File: config.mk
export PLATFORM = sky130hd
export DESIGN_NAME = cymometer_calc_flat
export DESIGN_NICKNAME = d
export VERILOG_FILES = /design/src/rtl/cymometer_pkg.sv /design/src/rtl/cymometer_calc_if.sv /design/src/rtl/cymometer_calc_seq_divider.sv /design/src/rtl/cymometer_calc.sv /design/src/flat_wrapper.sv
export SDC_FILE = /design/constraint.sdc
export NUM_CORES = 1
export LEC_CHECK = 0
export BUFFER_PORTS_ARGS = -buffer_cell sky130_fd_sc_hd__buf_2
export CELL_PAD_IN_SITES_DETAIL_PLACEMENT = 0
export CELL_PAD_IN_SITES_GLOBAL_PLACEMENT = 2
export CORE_MARGIN = 2
export CORE_UTILIZATION = 40
export DETAILED_ROUTE_END_ITERATION = 16
export PLACE_DENSITY_LB_ADDON = 0.1
export SYNTH_ARGS = -nofsm -noshare
export SYNTH_HDL_FRONTEND = slang
export SYNTH_SLANG_ARGS = --single-unit
File: constraint.sdc
create_clock -name clk_fs -period 3.3 [get_ports clk_fs]
set_input_delay 0.33 -clock clk_fs [delete_from_list [all_inputs] [get_ports clk_fs]]
set_output_delay 0.33 -clock clk_fs [all_outputs]
set_load 0.02 [all_outputs]
File: src/rtl/cymometer_pkg.sv
// Shared types and constants for the reference-clock side of the frequency meter.
// The default clock/gate constants must agree with the gate generator.
package cymometer_pkg;

    typedef enum logic [1:0] {
        IDLE  = 2'd0,
        COUNT = 2'd1,
        DIV   = 2'd2,
        DONE  = 2'd3
    } state_t;

    localparam longint unsigned DEF_CLK_FS_HZ = 64'd50_000_000;
    localparam longint unsigned DEF_GATE_TIME = 64'd5;

    // fx = GATE_TIME * CLK_FS_HZ / cnt_fs, so the numerator is a build-time constant.
    function automatic longint unsigned calc_dividend(input longint unsigned gate_time,
                                                      input longint unsigned clk_hz);
        return gate_time * clk_hz;
    endfunction

endpackage

File: src/rtl/cymometer_calc_if.sv
// Gate input and result outputs of cymometer_calc.
// CYMO_CNT_OUT_EN adds the cnt_fs_out debug/averaging bus.
interface cymometer_calc_if #(
    parameter int DATA_W = 32
`ifdef CYMO_CNT_OUT_EN
    , parameter int CNT_W = 32
`endif
) ();
    logic              gate_fs;
    logic [DATA_W-1:0] data_fx;
    logic              data_valid;
    logic              busy;
    logic              overflow;
`ifdef CYMO_CNT_OUT_EN
    logic [CNT_W-1:0]  cnt_fs_out;
`endif

    modport master (
        output gate_fs,
        input  data_fx,
        input  data_valid,
        input  busy,
        input  overflow
`ifdef CYMO_CNT_OUT_EN
        , input cnt_fs_out
`endif
    );

    modport slave (
        input  gate_fs,
        output data_fx,
        output data_valid,
        output busy,
        output overflow
`ifdef CYMO_CNT_OUT_EN
        , output cnt_fs_out
`endif
    );
endinterface

File: src/rtl/cymometer_calc_seq_divider.sv
// Restoring serial divider: one quotient bit per clock, exactly NUM_W cycles from
// i_start to the o_done pulse. The remainder stays narrower than the divisor + 1 bit.
module seq_divider #(
    parameter int NUM_W = 64,
    parameter int DEN_W = 32
) (
    input  logic             clk,
    input  logic             rst_n,
    input  logic             i_start,
    input  logic [NUM_W-1:0] i_dividend,
    input  logic [DEN_W-1:0] i_divisor,
    output logic [NUM_W-1:0] o_quotient,
    output logic             o_done,
    output logic             o_busy
);
    localparam int CW = $clog2(NUM_W + 1);

    logic [CW-1:0]    r_cnt;
    logic             r_busy;
    logic             r_done;
    logic [DEN_W-1:0] r_den;
    logic [DEN_W-1:0] r_rem;
    logic [NUM_W-1:0] r_quo;

    logic [DEN_W:0]   w_shift;
    logic             w_ge;

    assign w_shift = {r_rem, r_quo[NUM_W-1]};
    assign w_ge    = (w_shift >= {1'b0, r_den});

    always_ff @(posedge clk) begin
        if (!rst_n) begin
            r_cnt  <= '0;
            r_busy <= 1'b0;
            r_done <= 1'b0;
        end else if (i_start) begin
            r_cnt  <= '0;
            r_busy <= 1'b1;
            r_done <= 1'b0;
        end else if (r_busy) begin
            r_cnt  <= r_cnt + CW'(1);
            r_done <= (r_cnt == CW'(NUM_W - 1));
            r_busy <= (r_cnt != CW'(NUM_W - 1));
        end else begin
            r_done <= 1'b0;
        end
    end

    // Quotient bits shift in from the bottom as dividend bits leave from the top.
    always_ff @(posedge clk) begin
        if (i_start) begin
            r_den <= i_divisor;
            r_rem <= '0;
            r_quo <= i_dividend;
        end else if (r_busy) begin
            r_rem <= w_ge ? DEN_W'(w_shift - {1'b0, r_den}) : w_shift[DEN_W-1:0];
            r_quo <= {r_quo[NUM_W-2:0], w_ge};
        end
    end

    assign o_quotient = r_quo;
    assign o_done     = r_done;
    assign o_busy     = r_busy;
endmodule

File: src/rtl/cymometer_calc.sv
// Equal-precision frequency meter back end: counts clk_fs cycles across the gate and
// divides GATE_TIME*CLK_FS_HZ by that count. Optional feature macro: CYMO_CNT_OUT_EN.
module cymometer_calc
    import cymometer_pkg::*;
#(
    parameter longint unsigned CLK_FS_HZ = DEF_CLK_FS_HZ,
    parameter longint unsigned GATE_TIME = DEF_GATE_TIME,
    parameter int              CNT_W     = 32,
    parameter int              DATA_W    = 32,
    parameter int              NUM_W     = 64
) (
    input  logic              clk_fs,
    input  logic              rst_n,
    cymometer_calc_if.slave   bus
);
    localparam logic [NUM_W-1:0] DIVIDEND = NUM_W'(calc_dividend(GATE_TIME, CLK_FS_HZ));

    state_t             r_state;
    state_t             w_next;
    logic               r_gate_d1;
    logic [CNT_W-1:0]   r_cnt;
    logic               r_cnt_sat;
    logic [DATA_W-1:0]  r_data;
    logic               r_valid;
    logic               r_ovf;

    logic               w_rise;
    logic               w_fall;
    logic               w_start;
    logic [NUM_W-1:0]   w_quo;
    logic               w_div_done;
    logic               w_div_busy;

    function automatic logic quo_over(input logic [NUM_W-1:0] q);
        return (q >> DATA_W) != '0;
    endfunction

    function automatic logic [DATA_W-1:0] sat_quo(input logic [NUM_W-1:0] q);
        return quo_over(q) ? '1 : q[DATA_W-1:0];
    endfunction

    assign w_rise  = bus.gate_fs & ~r_gate_d1;
    assign w_fall  = ~bus.gate_fs & r_gate_d1;
    assign w_start = (r_state == COUNT) && w_fall && !w_div_busy;

    always_ff @(posedge clk_fs) begin
        if (!rst_n) begin
            r_state   <= IDLE;
            r_gate_d1 <= 1'b0;
        end else begin
            r_state   <= w_next;
            r_gate_d1 <= bus.gate_fs;
        end
    end

    // A gate already high on entry to IDLE produces no rise, so it is never measured.
    always_comb begin
        w_next = r_state;
        unique case (r_state)
            IDLE:    if (w_rise)     w_next = COUNT;
            COUNT:   if (w_fall)     w_next = DIV;
            DIV:     if (w_div_done) w_next = DONE;
            DONE:                    w_next = IDLE;
            default:                 w_next = IDLE;
        endcase
    end

    always_ff @(posedge clk_fs) begin
        if (!rst_n) begin
            r_cnt     <= '0;
            r_cnt_sat <= 1'b0;
        end else if (r_state == IDLE && w_rise) begin
            r_cnt     <= CNT_W'(1);
            r_cnt_sat <= 1'b0;
        end else if (r_state == COUNT && bus.gate_fs) begin
            if (&r_cnt) r_cnt_sat <= 1'b1;
            else        r_cnt     <= r_cnt + CNT_W'(1);
        end
    end

    seq_divider #(
        .NUM_W (NUM_W),
        .DEN_W (CNT_W)
    ) u_div (
        .clk        (clk_fs),
        .rst_n      (rst_n),
        .i_start    (w_start),
        .i_dividend (DIVIDEND),
        .i_divisor  (r_cnt),
        .o_quotient (w_quo),
        .o_done     (w_div_done),
        .o_busy     (w_div_busy)
    );

    // Result registers load on the same edge the FSM enters DONE.
    always_ff @(posedge clk_fs) begin
        if (!rst_n) begin
            r_data  <= '0;
            r_valid <= 1'b0;
            r_ovf   <= 1'b0;
        end else begin
            r_valid <= 1'b0;
            if (r_state == DIV && w_div_done) begin
                r_valid <= 1'b1;
                r_data  <= sat_quo(w_quo);
                r_ovf   <= r_cnt_sat | quo_over(w_quo);
            end
        end
    end

`ifdef CYMO_CNT_OUT_EN
    logic [CNT_W-1:0] r_cnt_out;

    always_ff @(posedge clk_fs) begin
        if (!rst_n)                             r_cnt_out <= '0;
        else if (r_state == DIV && w_div_done)  r_cnt_out <= r_cnt;
    end

    assign bus.cnt_fs_out = r_cnt_out;
`endif

    assign bus.data_fx    = r_data;
    assign bus.data_valid = r_valid;
    assign bus.overflow   = r_ovf;
    assign bus.busy       = (r_state == COUNT) || (r_state == DIV);
endmodule

File: src/flat_wrapper.sv
// flat-port wrapper written by rule: the top's interface ports become plain ports
module cymometer_calc_flat import cymometer_pkg::*;
#(
    parameter longint unsigned CLK_FS_HZ = DEF_CLK_FS_HZ,
    parameter longint unsigned GATE_TIME = DEF_GATE_TIME,
    parameter int              CNT_W     = 32,
    parameter int              DATA_W    = 32,
    parameter int              NUM_W     = 64
)
  (clk_fs, rst_n, bus_gate_fs, bus_data_fx, bus_data_valid, bus_busy, bus_overflow);
  cymometer_calc_if #(.DATA_W(DATA_W)) bus_i ();
  input  logic clk_fs;
  input  logic rst_n;
  input wire logic [$bits(bus_i.gate_fs)-1:0] bus_gate_fs;
  output wire logic [$bits(bus_i.data_fx)-1:0] bus_data_fx;
  output wire logic [$bits(bus_i.data_valid)-1:0] bus_data_valid;
  output wire logic [$bits(bus_i.busy)-1:0] bus_busy;
  output wire logic [$bits(bus_i.overflow)-1:0] bus_overflow;
  assign bus_i.gate_fs = bus_gate_fs;
  assign bus_data_fx = bus_i.data_fx;
  assign bus_data_valid = bus_i.data_valid;
  assign bus_busy = bus_i.busy;
  assign bus_overflow = bus_i.overflow;
  cymometer_calc #(.CLK_FS_HZ(CLK_FS_HZ), .GATE_TIME(GATE_TIME), .CNT_W(CNT_W), .DATA_W(DATA_W), .NUM_W(NUM_W)) u_core (.clk_fs(clk_fs), .rst_n(rst_n), .bus(bus_i));
endmodule
Word-level counts from Yosys, hierarchy flattened
Cells that the tools add are included.

word-level totals
  flip-flop bits (word level) = 207
  input bits = 3
  logic and storage cells = 65

cells by class
  add/subtract/negate cells = 3
  magnitude comparators = 1
  eq/ne operators = 9
  muxes and demuxes = 12
  bitwise logic cells = 8
  reductions and logical operators = 18

operators with widths
  operator                                                               number
  32-bit two-way mux                                                     2
  64-bit nonzero test                                                    1
  33-bit by 32-bit greater-or-equal comparator with 1-bit output         1
  33-bit AND reduction                                                   1
  32-bit by 1-bit adder with 32-bit output, second input constant        1
  32-bit AND reduction                                                   1
  32-bit subtractor                                                      1
  2-bit one-hot mux with 4 select lines                                  1
  7-bit by 1-bit adder with 7-bit output, second input constant          1
  7-bit by 6-bit equality test with 1-bit output, second input constant  1
  7-bit by 6-bit != test with 1-bit output, second input constant        1
  1-bit two-way mux                                                      6
  2-bit two-way mux                                                      3
  2-bit by 1-bit != test with 1-bit output, second input constant        3
  1-bit logical AND                                                      5
  1-bit NOT                                                              5
  2-bit equality test, second input constant                             2
  2-bit AND reduction                                                    2
  2-bit OR reduction                                                     2
  3-bit AND reduction                                                    1
  3-bit OR reduction                                                     1
  1-bit bitwise AND                                                      2
  2-bit by 1-bit equality test with 1-bit output, second input constant  1
  2-bit logical NOT                                                      1
  other kinds (5)                                                        5

Longest topological paths before layout
  word-level depth = 5
  gate-level depth with buffers = 13
  depth with buffers taken out = 11

By module
From an unflattened synthesis, not the netlist that was laid out.

unflattened totals
  cell total of the unflattened synthesis = 966
  area total of the unflattened synthesis = 10332.4 um^2

by module, submodules not included
  module          times used  cells an instance  area an instance (um^2)  seq. area each (um^2)
  seq_divider     1           649                7250.7                   3703.6
  cymometer_calc  1           317                3081.7                   1401.3

Least setup slack after synthesis
OpenSTA, ideal clock, no wires.

  kind = register to register
  from = register u_core.u_div.r_den[9]
  to = register u_core.u_div.r_rem[27]
  arrival time = 2.816 ns
  data required time = 3.178 ns
  slack = 0.362 ns
  cell stages (with the launch flop) = 14
  path buffers = 3
  clock period less this slack = 2.938 ns
  cells stage by stage = edfxtp_1 -> inv_1 -> ha_1 -> clkbuf_1 -> nand2_1 -> a21o_1 -> a2111oi_0 -> o21ai_0 -> a211o_1 -> and2_1 -> clkbuf_1 -> buf_1 -> a32oi_1 -> nand3_1

between the ends
  cells in the longest elaborated chain, start to end = 2

RTL lines
  element                                                                                                     line                                                                source
  start: declaration                                                                                          cymometer_calc_seq_divider.sv:21                                    logic [DEN_W-1:0] r_den;
  start signal: assignment                                                                                    cymometer_calc_seq_divider.sv:52                                    r_den <= i_divisor;
  32-bit subtractor / 33-bit by 32-bit greater-or-equal comparator with 1-bit output (equally long branches)  cymometer_calc_seq_divider.sv:56, cymometer_calc_seq_divider.sv:29
  32-bit two-way mux *                                                                                        cymometer_calc_seq_divider.sv:56                                    r_rem <= w_ge ? DEN_W'(w_shift - {1'b0, r_den}) : w_shift[DEN_W-1:0];
  end signal: assignment                                                                                      cymometer_calc_seq_divider.sv:56
  end: declaration                                                                                            cymometer_calc_seq_divider.sv:22                                    logic [DEN_W-1:0] r_rem;

Every way passes the cells marked *; elsewhere a longest branch is shown, timed or not.
A chain may end at the register's enable or synchronous reset.

Worst setup path after layout
  from = register u_core.r_cnt[8]
  to = register u_core.r_cnt[27]

between the ends
  cells in the longest elaborated chain, start to end = 3

RTL lines
  element                                                                           line                  source
  start: declaration                                                                cymometer_calc.sv:21  logic [CNT_W-1:0] r_cnt;
  start signal: assignment                                                          cymometer_calc.sv:77  else r_cnt <= r_cnt + CNT_W'(1);
  branches (longest 3 deep; another with 32-bit by 1-bit adder with 32-bit output)  --

Several ways; the timed one is not identified.

==> results.ini <==
[clock_tree]
numCtsBuffers=23
cts_root_buf=clkbuf_16
cts_tree=built
postCtsHoldBufs=0
h-tree-depth=1
cts_buffer_depth=3
insertion_delay_ps=530
clk_pin_slew_ps=60
cts_sinks=207

[routing]
vias_per_cell=5.502
drt_wl_total_mm=22.61
drt-pass1-iter-count=5
wl_per_cell_um=17.42
ant_nets=0
routed-via-count=7142
drt_first_iter_violations=402
drc=0

[power_and_ir_drop]
ir_drop_mv=0.3754
power.density_nw_per_um2=780.0
power_leakage_uw=0.004366

[synth]
synth_edf_count=32
ys.flop_type=dfxtp_1
synth_top_family_by_area=compound AO/OA/AOI/OAI gates
seq_area_frac_synth=0.4824
yosysWarningCount=0
netlist_area_um2=9254
synth_compound_area_frac=0.2117
synth_xor_area_frac=0.04827
netlist_instances=959
synth-simple-area-share=0.1359
synth_nets=1000
synth-seq-cells=207
async_flop_share=0
ys_types=63
synthMuxAreaShare=0.02163
syn_avg_cell_area_um2=9.650
synth_fa_ha_area_frac=0.05219

[timing]
slew_headroom=0.2258
drv_slew=0
setup_viol=0
tightestPinTransition_ps=1159
worst_clock_skew_ps=7.460
rsz0062_at_grt=false
fin_crit_ps=2999
post-route-period-util=0.9089
fmax_mhz=333.4
hold_viol=0
setup_tns_ps=0

[grt]
grt_pass1_wl_mm=37.36
grt_pass1_vias=7096
overflow=0
antenna_found_initial=0
grt_usage=0.1886
grt_max_degree=90

[floorplanning]
design.core.area_um2=22710
fp.dieW_um=156.1
start_util=0.4075
num_io_pins=38
dieArea_um2=24370
std_cell_rows=55
die_y_um=156.1

[layout]
layout-drive-gt1-share=0.1402
num_antenna_cells=0
area_delta_synth_final_pct=14.67
final_util=0.4673
final_nets=1037

[setup_path]
cp.arrival_ps=3430
crit_fanout=6
criticalPathCategory=flop to flop
cp_data_required_time_ps=3730
startpoint_type=flop
end_kind=flop

[outcome]
outcome=complete, no violations

[placement]
gp_congestion=0.8493
hpwl_mm=16.08
port_buffers=37

[flow_run]
drv_cap=0

[worst_hold_path]
min_path_type=input pin to flop

[power breakdown]
part	internal, uW	total (uW)	switching (uW)
Clock	1550	2600	1040
Sequential	2950	3260	313
Combinational	993	2420	1420
[cell usage in the layout, fill, tap and decap left out, drive strengths merged, types with 31 or more instances in the layout]
cell type,n
edfxtp,32
ha,37
dfxtp,175
inv,67
nand2,80
buf,63
nor2,55
a21oi,60
clkbuf,39
o221a,34
o21ai,75
xor2,31
a22o,44
[worst max-delay path: stages (launching register included)]
cell	delay, ps
dfxtp_1	440
nand4_2	180
or4_4	560
or4b_4	560
nor4_4	250
or3b_4	450
or3_1	320
a21oi_1	140
[worst paths after layout]
path / start / endpoint / slack, ps / cells past startpoint
max: u_core.r_cnt[8] / u_core.r_cnt[27] / 300 / 7
min: bus_gate_fs / u_core.r_gate_d1 / 70 / 2
max reg2reg: u_core.r_cnt[8] / u_core.r_cnt[27] / 300 / 7
min reg2reg: u_core.r_cnt_sat / u_core.r_cnt_sat / 470 / 2
[cell usage after synthesis, drive strengths merged (4+ instances only)]
library cell	n	area (um2)
a211oi	6	45.04
a21o	9	67.56
a21oi	60	300.3
a22o	44	385.4
a22oi	6	45.04
a32oi	13	113.9
and2	8	50.05
and3	9	56.30
buf	7	30.02
clkbuf	44	165.2
dfxtp	175	3503
edfxtp	32	960.9
ha	37	462.9
inv	66	247.7
mux2i	20	200.2
nand2	80	300.3
nand2b	5	31.28
nand3	16	80.08
nand4	18	118.9
nor2	55	206.5
nor2b	4	25.02
nor3	12	60.06
nor4	13	96.34
o21ai	75	375.4
o221a	34	382.9
or3	13	82.58
xnor2	20	175.2
xor2	31	271.5
[what timing repair did]
item                                    in CTS  in global routing
setup buffers                                0                  0
resized for setup                            0                  3
endpoints found under the setup margin       0                 30
[sequential cells by signal, summed over array words and instances (netlist names)]
name	flops
u_core.u_div.o_busy	1
u_core.r_gate_d1	1
u_core.u_div.o_quotient	64
u_core.u_div.r_den	32
u_core.u_div.r_cnt	7
u_core.bus.data_valid	1
u_core.r_cnt	32
u_core.r_cnt_sat	1
u_core.bus.data_fx	32
u_core.u_div.r_rem	32
u_core.bus.overflow	1
u_core.r_state	2
u_core.u_div.o_done	1
[routing by layer]
metal,global-route usage,routed length [um]
met1,0.2685,11360
met2,0.2994,9945
met3,0.03222,916
met4,0.04412,385
met5,0,0
[final cells by class]
class / instances / area (um2)
fillers: 2199 / 12100
clock buffers: 39 / 749.5
repair buffers: 63 / 405.4
clock inverters: 3 / 30.03
well taps: 285 / 356.6
multi-input cells: 635 / 4357
flip-flops and latches: 207 / 4466
inverters: 66 / 247.7
[kinds of logic (layout without fill, tap and decap cells)]
group	after synthesis	count (layout)
adders and majority gates	38	38
AOI/OAI and AO/OA	276	276
xor gates and xnor gates	51	51
and+or+nand+nor	250	250
buffers and inverters	117	171
muxes	20	20
DFF	207	207
[through the flow]
stage	total power, uW	worst slack, ps	instances	hold WS (ps)	cell area [um2]
2_1_floorplan	5028	361.8	959	425.5	9254
3_3_place_gp	5679	239.4	1256	452.3	9826
5_1_grt	8817	14.96	1298	73.10	10610
4_1_cts	8351	162.1	1298	46.81	10610
6_report	8277	300.7	1298	73.61	10610
3_5_place_dp	5709	163.2	1256	454.9	9826
Note: power is estimated with default switching activity, not from simulation.
